File: src/rtl/lms_sched_pkg.sv
// rtl/lms_sched_pkg.sv - shared types, defaults and helpers for the LMS FIFO read scheduler
// Contents:
//   sched_state_t : scheduler FSM states
//   DEF_DATA_W    : default sample width
//   DEF_LVL_W     : default FIFO water-level width
//   cnt_width()   : width of the per-frame issue/accept counters
package lms_sched_pkg;

    localparam int DEF_DATA_W = 16;
    localparam int DEF_LVL_W  = 12;

    typedef enum logic [2:0] {
        ST_IDLE  = 3'd0,
        ST_ARM   = 3'd1,
        ST_FLUSH = 3'd2,
        ST_BURST = 3'd3,
        ST_DRAIN = 3'd4
    } sched_state_t;

    // Counters must hold the value FRAME_LEN itself (terminal count).
    function automatic int cnt_width(input int frame_len);
        return $clog2(frame_len + 1);
    endfunction

endpackage

File: src/rtl/lms_pair_skid.sv
// rtl/lms_pair_skid.sv - 2-entry (x, d) pair buffer with in-flight read accounting
// Ports:
//   clk, rst        : clock, asynchronous active-high reset
//   issue           : a paired FIFO read is issued this cycle (data returns next cycle)
//   in_x, in_d      : FIFO read data, valid the cycle after issue
//   out_x, out_d    : buffer head
//   out_valid       : head holds a pair
//   out_ready       : consumer accepts the head
//   can_issue       : a new read issued now is guaranteed a free slot on return
module lms_pair_skid #(
    parameter int DATA_W = 16
) (
    input  logic              clk,
    input  logic              rst,
    input  logic              issue,
    input  logic [DATA_W-1:0] in_x,
    input  logic [DATA_W-1:0] in_d,
    output logic [DATA_W-1:0] out_x,
    output logic [DATA_W-1:0] out_d,
    output logic              out_valid,
    input  logic              out_ready,
    output logic              can_issue
);

    logic              in_flight;
    logic [1:0]        count;
    logic [DATA_W-1:0] e0_x, e0_d, e1_x, e1_d;
    logic              push, pop;
    logic [2:0]        occ_after_pop;

    assign push      = in_flight;
    assign pop       = out_valid & out_ready;
    assign out_valid = (count != 2'd0);
    assign out_x     = e0_x;
    assign out_d     = e0_d;

    // Credit counts this cycle's pop so a full-rate stream keeps issuing every
    // cycle; pop implies count >= 1, so the subtraction never underflows.
    assign occ_after_pop = {1'b0, count} + {2'b00, in_flight} - {2'b00, pop};
    assign can_issue     = (occ_after_pop < 3'd2);

    always_ff @(posedge clk or posedge rst) begin
        if (rst) begin
            in_flight <= 1'b0;
            count     <= 2'd0;
            e0_x      <= '0;
            e0_d      <= '0;
            e1_x      <= '0;
            e1_d      <= '0;
        end else begin
            in_flight <= issue;
            case ({push, pop})
                2'b11: begin
                    if (count == 2'd1) begin
                        e0_x <= in_x;
                        e0_d <= in_d;
                    end else begin
                        e0_x <= e1_x;
                        e0_d <= e1_d;
                        e1_x <= in_x;
                        e1_d <= in_d;
                    end
                end
                2'b01: begin
                    e0_x  <= e1_x;
                    e0_d  <= e1_d;
                    count <= count - 2'd1;
                end
                2'b10: begin
                    if (count == 2'd0) begin
                        e0_x <= in_x;
                        e0_d <= in_d;
                    end else begin
                        e1_x <= in_x;
                        e1_d <= in_d;
                    end
                    count <= count + 2'd1;
                end
                default: ;
            endcase
        end
    end

endmodule

File: src/rtl/lms_fifo_rd_sched.sv
// rtl/lms_fifo_rd_sched.sv - read scheduler pairing the x and d LMS sample FIFOs into framed streams
// Optional feature macro: LMS_SCHED_STAT_EN (adds frm_cnt / flush_smp_cnt statistics outputs)
// Ports:
//   rd_clk, rd_rst          : read clock, asynchronous active-high reset
//   en                      : scheduler enable
//   x_rd_* / d_rd_*         : FIFO read enable, data (1-cycle latency), empty flag, water level
//   smp_x, smp_d, smp_valid : aligned sample pair stream, smp_ready from the LMS core
//   smp_first, smp_last     : frame markers, qualified by smp_valid
//   frm_done                : 1-cycle pulse after the last pair of a frame is accepted
//   skew_flag               : sticky, set by any skew flush
//   frm_cnt, flush_smp_cnt  : statistics (LMS_SCHED_STAT_EN only)
module lms_fifo_rd_sched
    import lms_sched_pkg::*;
#(
    parameter int DATA_W    = DEF_DATA_W,
    parameter int LVL_W     = DEF_LVL_W,
    parameter int FRAME_LEN = 64,
    parameter int SKEW_MAX  = 8
) (
    input  logic              rd_clk,
    input  logic              rd_rst,
    input  logic              en,
    output logic              x_rd_en,
    input  logic [DATA_W-1:0] x_rd_data,
    input  logic              x_rd_empty,
    input  logic [LVL_W-1:0]  x_rd_water_level,
    output logic              d_rd_en,
    input  logic [DATA_W-1:0] d_rd_data,
    input  logic              d_rd_empty,
    input  logic [LVL_W-1:0]  d_rd_water_level,
    output logic [DATA_W-1:0] smp_x,
    output logic [DATA_W-1:0] smp_d,
    output logic              smp_valid,
    input  logic              smp_ready,
    output logic              smp_first,
    output logic              smp_last,
    output logic              frm_done,
    output logic              skew_flag
`ifdef LMS_SCHED_STAT_EN
    ,
    output logic [15:0]       frm_cnt,
    output logic [15:0]       flush_smp_cnt
`endif
);

    localparam int              CNT_W     = cnt_width(FRAME_LEN);
    localparam logic [CNT_W-1:0] FRAME_CNT = CNT_W'(FRAME_LEN);
    localparam logic [CNT_W-1:0] LAST_IDX  = CNT_W'(FRAME_LEN - 1);
    localparam logic [LVL_W-1:0] FRAME_LVL = LVL_W'(FRAME_LEN);
    localparam logic [LVL_W-1:0] SKEW_LVL  = LVL_W'(SKEW_MAX);

    sched_state_t       state, state_nxt;
    logic [LVL_W-1:0]   flush_cnt;
    logic               flush_x;        // 1: x is the deeper channel being flushed
    logic [CNT_W-1:0]   issued;
    logic [CNT_W-1:0]   accepted;

    logic signed [LVL_W:0] diff, neg_diff;
    logic [LVL_W-1:0]   abs_diff;
    logic               skew_hit, lvl_ok;
    logic               can_issue, burst_rd, flush_rd, pair_hs, frame_end;

    // Level difference, one bit wider than the levels so it cannot overflow.
    assign diff     = $signed({1'b0, x_rd_water_level}) - $signed({1'b0, d_rd_water_level});
    assign neg_diff = -diff;
    assign abs_diff = diff[LVL_W] ? neg_diff[LVL_W-1:0] : diff[LVL_W-1:0];
    assign skew_hit = (abs_diff > SKEW_LVL);
    assign lvl_ok   = (x_rd_water_level >= FRAME_LVL) && (d_rd_water_level >= FRAME_LVL);

    assign pair_hs   = smp_valid & smp_ready;
    assign frame_end = (state == ST_DRAIN) && (accepted == FRAME_CNT);

    lms_pair_skid #(
        .DATA_W (DATA_W)
    ) u_skid (
        .clk       (rd_clk),
        .rst       (rd_rst),
        .issue     (burst_rd),
        .in_x      (x_rd_data),
        .in_d      (d_rd_data),
        .out_x     (smp_x),
        .out_d     (smp_d),
        .out_valid (smp_valid),
        .out_ready (smp_ready),
        .can_issue (can_issue)
    );

    assign smp_first = smp_valid && (accepted == '0);
    assign smp_last  = smp_valid && (accepted == LAST_IDX);

    // State register
    always_ff @(posedge rd_clk or posedge rd_rst) begin
        if (rd_rst) begin
            state <= ST_IDLE;
        end else begin
            state <= state_nxt;
        end
    end

    // Next-state logic
    always_comb begin
        state_nxt = state;
        case (state)
            ST_IDLE: begin
                if (en) state_nxt = ST_ARM;
            end
            ST_ARM: begin
                if (!en)           state_nxt = ST_IDLE;
                else if (skew_hit) state_nxt = ST_FLUSH;
                else if (lvl_ok)   state_nxt = ST_BURST;
            end
            ST_FLUSH: begin
                if (flush_cnt == '0) state_nxt = ST_ARM;
            end
            ST_BURST: begin
                if (issued == FRAME_CNT) state_nxt = ST_DRAIN;
            end
            ST_DRAIN: begin
                if (frame_end) state_nxt = en ? ST_ARM : ST_IDLE;
            end
            default: state_nxt = ST_IDLE;
        endcase
    end

    // Output logic: read enables
    always_comb begin
        burst_rd = 1'b0;
        flush_rd = 1'b0;
        case (state)
            ST_BURST: burst_rd = !x_rd_empty && !d_rd_empty && (issued != FRAME_CNT) && can_issue;
            ST_FLUSH: flush_rd = (flush_cnt != '0) && (flush_x ? !x_rd_empty : !d_rd_empty);
            default: ;
        endcase
        x_rd_en = burst_rd | (flush_rd & flush_x);
        d_rd_en = burst_rd | (flush_rd & ~flush_x);
    end

    // Datapath counters and flags
    always_ff @(posedge rd_clk or posedge rd_rst) begin
        if (rd_rst) begin
            flush_cnt <= '0;
            flush_x   <= 1'b0;
            skew_flag <= 1'b0;
            issued    <= '0;
            accepted  <= '0;
            frm_done  <= 1'b0;
        end else begin
            frm_done <= pair_hs && (accepted == LAST_IDX);

            if (state == ST_ARM && en && skew_hit) begin
                flush_cnt <= abs_diff;
                flush_x   <= ~diff[LVL_W];
                skew_flag <= 1'b1;
            end else if (flush_rd) begin
                flush_cnt <= flush_cnt - 1'b1;
            end

            if (frame_end) begin
                issued   <= '0;
                accepted <= '0;
            end else begin
                if (burst_rd) issued   <= issued + 1'b1;
                if (pair_hs)  accepted <= accepted + 1'b1;
            end
        end
    end

`ifdef LMS_SCHED_STAT_EN
    always_ff @(posedge rd_clk or posedge rd_rst) begin
        if (rd_rst) begin
            frm_cnt       <= 16'd0;
            flush_smp_cnt <= 16'd0;
        end else begin
            if (pair_hs && (accepted == LAST_IDX)) frm_cnt <= frm_cnt + 16'd1;
            if (flush_rd && (flush_smp_cnt != 16'hFFFF)) flush_smp_cnt <= flush_smp_cnt + 16'd1;
        end
    end
`endif

endmodule

File: config.mk
export PLATFORM = sky130hd
export DESIGN_NAME = lms_fifo_rd_sched
export DESIGN_NICKNAME = d
export VERILOG_FILES = /design/src/rtl/lms_sched_pkg.sv /design/src/rtl/lms_pair_skid.sv /design/src/rtl/lms_fifo_rd_sched.sv
export SDC_FILE = /design/constraint.sdc
export NUM_CORES = 1
export LEC_CHECK = 0
export CAP_MARGIN = 15
export CORE_ASPECT_RATIO = 0.75
export CORE_MARGIN = 2
export CORE_UTILIZATION = 54
export CTS_CLUSTER_DIAMETER = 80
export DETAILED_ROUTE_END_ITERATION = 12
export PLACE_DENSITY = 0.81
export SETUP_SLACK_MARGIN = 0.1
export SLEW_MARGIN = 10
export SYNTH_ARGS = -nofsm -noshare
export SYNTH_HDL_FRONTEND = slang
export SYNTH_SLANG_ARGS = --single-unit
File: constraint.sdc
create_clock -name rd_clk -period 4.35 [get_ports rd_clk]
set_clock_uncertainty 0.2 [all_clocks]
set_input_delay 0.435 -clock rd_clk [delete_from_list [all_inputs] [get_ports rd_clk]]
set_output_delay 0.435 -clock rd_clk [all_outputs]
set_load 0.02 [all_outputs]
==> run_results.csv <==
group,metric,value,unit
power,ir_drop,323,uV
die,dieArea,12400,um2
outcome,outcome,"finished clean",
cts,clk-insertion-delay-late,0.35,ns
routing,viasPerCell,6.09,
die,rows,33,
power,p_sw_frac,0.397,
timing,tightest_slew,0.789,ns
cells_and_area,finalNonFillerCells,865,
timing,slew-limit-headroom,0.472,
timing,hold_viol,0,
cts,numCtsBuffers,9,
timing,setup_tns,0,ns
placed_design,dp_cells,847,
power,p_leak,3.63,nW
timing,whs,0.272,ns
grt,grt_pass1_vias,5115,
die,start_util,0.560,
routing,drc_errors,0,
power,powerDensity,588,nW/um2
cts,cts.sinks,99,
setup_path,r2r_cells,16,
setup_path,r2r_end,"issued[5]$_DFFE_PP0P_",
yosys,synth_enable_flop_cells,0,
yosys,ys_warn_count,0,
cts,cts.path.max_buffers,2,
yosys,yosysUniqueCellTypes,63,
power,intPower,2.75,mW
die,pin_count,101,
yosys,syn_nets,708,
placed_design,io_buffer_count,100,
timing,max_freq,245,MHz
yosys,syn_area,6200,um2
power,switchingPower,1.81,mW
routing,firstDrtPassIters,5,
yosys,ys_seq_area_frac,0.399,
routing,dr.first_iter.drc_count,317,
timing,maxSlewViolCount,0,
setup_path,cp-start-kind,"primary input",
cts,cts-root-buf,"clkbuf_16",
grt,grt_use_total,0.241,
yosys,postSynth.asyncResetShare,1.00,
grt,antenna_found_initial,0,
yosys,avgSynthCellArea,10.0,um2
setup_path,timing_worst_setup_path_type,"in -> reg",
timing,fin_crit_sh,0.938,
grt,grt_pass1_wl,24600,um
routing,num_vias,5268,
setup_path,r2r-start,"u_skid.count[1]$_DFFE_PP0N_",
power,seqPwrFrac,0.349,
cells_and_area,seqCellArea,2480,um2
die,core,11100,um2
cells_and_area,diodes,0,
cells_and_area,fillerInstances,809,
yosys,synth_cells,619,
setup_path,required,4.38,ns
setup_path,cp-endpoint,"flush_cnt[1]$_DFFE_PP0P_",
setup_path,crit_fanout,6,
die,die_y,96.8,um
power,comb_power_share,0.483,
routing,post_drt_wl_per_cell,17.1,um
timing,final.min_clock_period,4.08,ns
routing,route.final.wire_length,14800,um
routing,ant_nets,0,
cells_and_area,nNetsFinal,809,
cts,path_clk_slew,0.07,ns
timing,rsz0062_at_grt,"false",
grt,grt_max_degree,65,
run,max_cap_viol_count,0,
setup_path,cp-startpoint,"d_rd_water_level[0]",
setup_path,arrival,4.11,ns
power,finalPower,4.56,mW
setup_path,worst_setup_path_end_kind,"flop",
placed_design,dp_hpwl,10600,um
cts,cts-htree-levels,3,
cells_and_area,syn_to_final_growth,25.1,%
setup_path,rrSetupSlack,0.74,ns
placed_design,gp_congestion,0.893,
grt,overflow,0,
die,chipWidth,128,um
cells_and_area,drive_gt1_frac,0.126,
timing,finalSetupViolCount,0,
hold_path,min_path_type,"in -> async",
cts,cts_tree,"done",
yosys,synth_ff_type,"dfrtp_1",
yosys,synth_seq_cells,99,
cells_and_area,multi_input_area,3520,um2
power,pwr-share-clk,0.168,
## per-stage QoR
stage	setup slack (ns)	utilization	instance area [um2]
final	0.270	0.701	7760
after global routing	0.0691	0.701	7760
after CTS	0.161	0.696	7700
after detailed placement	-0.0596	0.671	7420
after global placement	0.0973	0.671	7420
after floorplan	0.221	-	6200
## cell type report
cell class	count	area share
flip-flops and latches	99	0.319
multi-input cells	455	0.453
clock buffers	9	0.0290
clock inverters	7	0.00726
repair buffers	121	0.152
well taps	140	0.0226
inverters	34	0.0168
## worst max-delay path, stage by stage
cell and delay, ns:
clkdlybuf4s50_1 0.46, ha_1 0.18, inv_1 0.06, fa_1 0.40
a21o_1 0.21, a221oi_4 0.29, buf_12 0.16, xor2_2 0.19
o2111ai_1 0.28, o21a_1 0.27, o211a_1 0.20, o211a_1 0.26
a21o_1 0.22, buf_4 0.18, a221o_1 0.31
## per-layer routing
metal | up-vias | share of wire | GRT usage
li1 | 2485 | - | -
met1 | 2581 | 0.45 | 0.332
met2 | 172 | 0.48 | 0.388
met3 | 30 | 0.047 | 0.0426
met4 | 0 | 0.020 | 0.0778
met5 | - | 0 | 0
## how the worst min path moves through the flow
stage / startpoint / end / cells past startpoint
3_5_place_dp: skew_flag$_DFFE_PP0P_ / skew_flag$_DFFE_PP0P_ / 1
5_1_grt: skew_flag$_DFFE_PP0P_ / skew_flag$_DFFE_PP0P_ / 1
3_3_place_gp: skew_flag$_DFFE_PP0P_ / skew_flag$_DFFE_PP0P_ / 1
4_1_cts: u_skid.out_d[6]$_DFFE_PP0P_ / u_skid.out_d[6]$_DFFE_PP0P_ / 1
6_report: rd_rst / issued[5]$_DFFE_PP0P_ / 2
2_1_floorplan: accepted[5]$_DFFE_PP0P_ / accepted[5]$_DFFE_PP0P_ / 1
## Yosys cell counts (3+ instances only)
cell type / instances / area share
a21oi_1: 21 / 0.017
o2111ai_1: 4 / 0.0056
nand3_1: 9 / 0.0073
a211oi_1: 29 / 0.035
nor4_1: 4 / 0.0040
ha_1: 25 / 0.050
a22oi_1: 7 / 0.0085
o21a_1: 3 / 0.0036
a221oi_1: 25 / 0.035
nor2b_1: 5 / 0.0050
nor3_1: 10 / 0.0081
a31o_2: 3 / 0.0042
a21o_1: 37 / 0.045
a31oi_1: 3 / 0.0030
buf_2: 3 / 0.0024
o211ai_1: 4 / 0.0048
o21ai_0: 20 / 0.016
buf_1: 4 / 0.0024
inv_1: 33 / 0.020
xor2_1: 16 / 0.023
mux2_2: 37 / 0.067
nand4_1: 5 / 0.0050
nor2_1: 40 / 0.024
clkbuf_1: 23 / 0.014
o211a_1: 4 / 0.0065
mux2i_1: 35 / 0.056
and3_1: 5 / 0.0050
nand2_1: 40 / 0.024
xnor2_1: 23 / 0.032
dfrtp_1: 99 / 0.40
nand2b_1: 3 / 0.0030
## power by group through the flow
stage,clock (mW),sequential [mW],combinational (mW)
after global placement,0,1.57,2.09
after detailed placement,0,1.60,2.18
after floorplan,0,1.69,1.34
final,0.769,1.59,2.20
after global routing,0.816,1.64,2.41
after CTS,0.779,1.59,2.19
## cell families (layout without fill, tap and decap cells)
| kind of cell | Yosys count | in the layout | synth area share |
|---|---|---|---|
| AO/OA/AOI/OAI | 179 | 179 | 0.214 |
| AND/OR/NAND/NOR | 136 | 136 | 0.104 |
| adder cells (fa/ha/maj) | 27 | 27 | 0.0569 |
| buffers and inverters | 65 | 171 | 0.0412 |
| multiplexers | 72 | 72 | 0.124 |
| XOR/XNOR | 41 | 41 | 0.0603 |
| flip-flops | 99 | 99 | 0.399 |
## registers in the layout, summed over array words and instances, names as in the netlist
name,flops
u_skid.e1_d,16
u_skid.e1_x,16
u_skid.out_d,16
u_skid.out_x,16
flush_cnt,12
accepted,7
issued,7
state,3
u_skid.count,2
flush_x,1
frm_done,1
skew_flag,1
u_skid.in_flight,1
## placed cells by master (no fill, tap or decap), types with 3 or more instances in the layout
cell	synthesis	layout
a211oi_1	29	29
a21o_1	37	37
a21oi_1	21	19
a221oi_1	25	25
a22oi_1	7	7
a31o_2	3	3
a31oi_1	3	3
and3_1	5	5
buf_4	0	20
clkbuf_16	0	9
clkdlybuf4s50_1	0	98
dfrtp_1	99	99
ha_1	25	23
inv_1	33	32
inv_6	0	5
mux2_2	37	37
mux2i_1	35	35
nand2_1	40	40
nand2b_1	3	3
nand3_1	9	9
nand4_1	5	5
nor2_1	40	40
nor2b_1	5	5
nor3_1	10	10
nor4_1	4	4
o2111ai_1	4	4
o211a_1	4	4
o211ai_1	4	4
o21a_1	3	3
o21ai_0	20	20
xnor2_1	23	22
xor2_1	16	16
## what timing repair did
| item | in CTS | in global routing |
|---|---|---|
| buffers inserted | 0 | 2 |
| endpoints found under the setup margin | 0 | 14 |
| hold buffers | 0 | 0 |
| resized for setup | 0 | 6 |
Power figures use the tool's default switching activity.
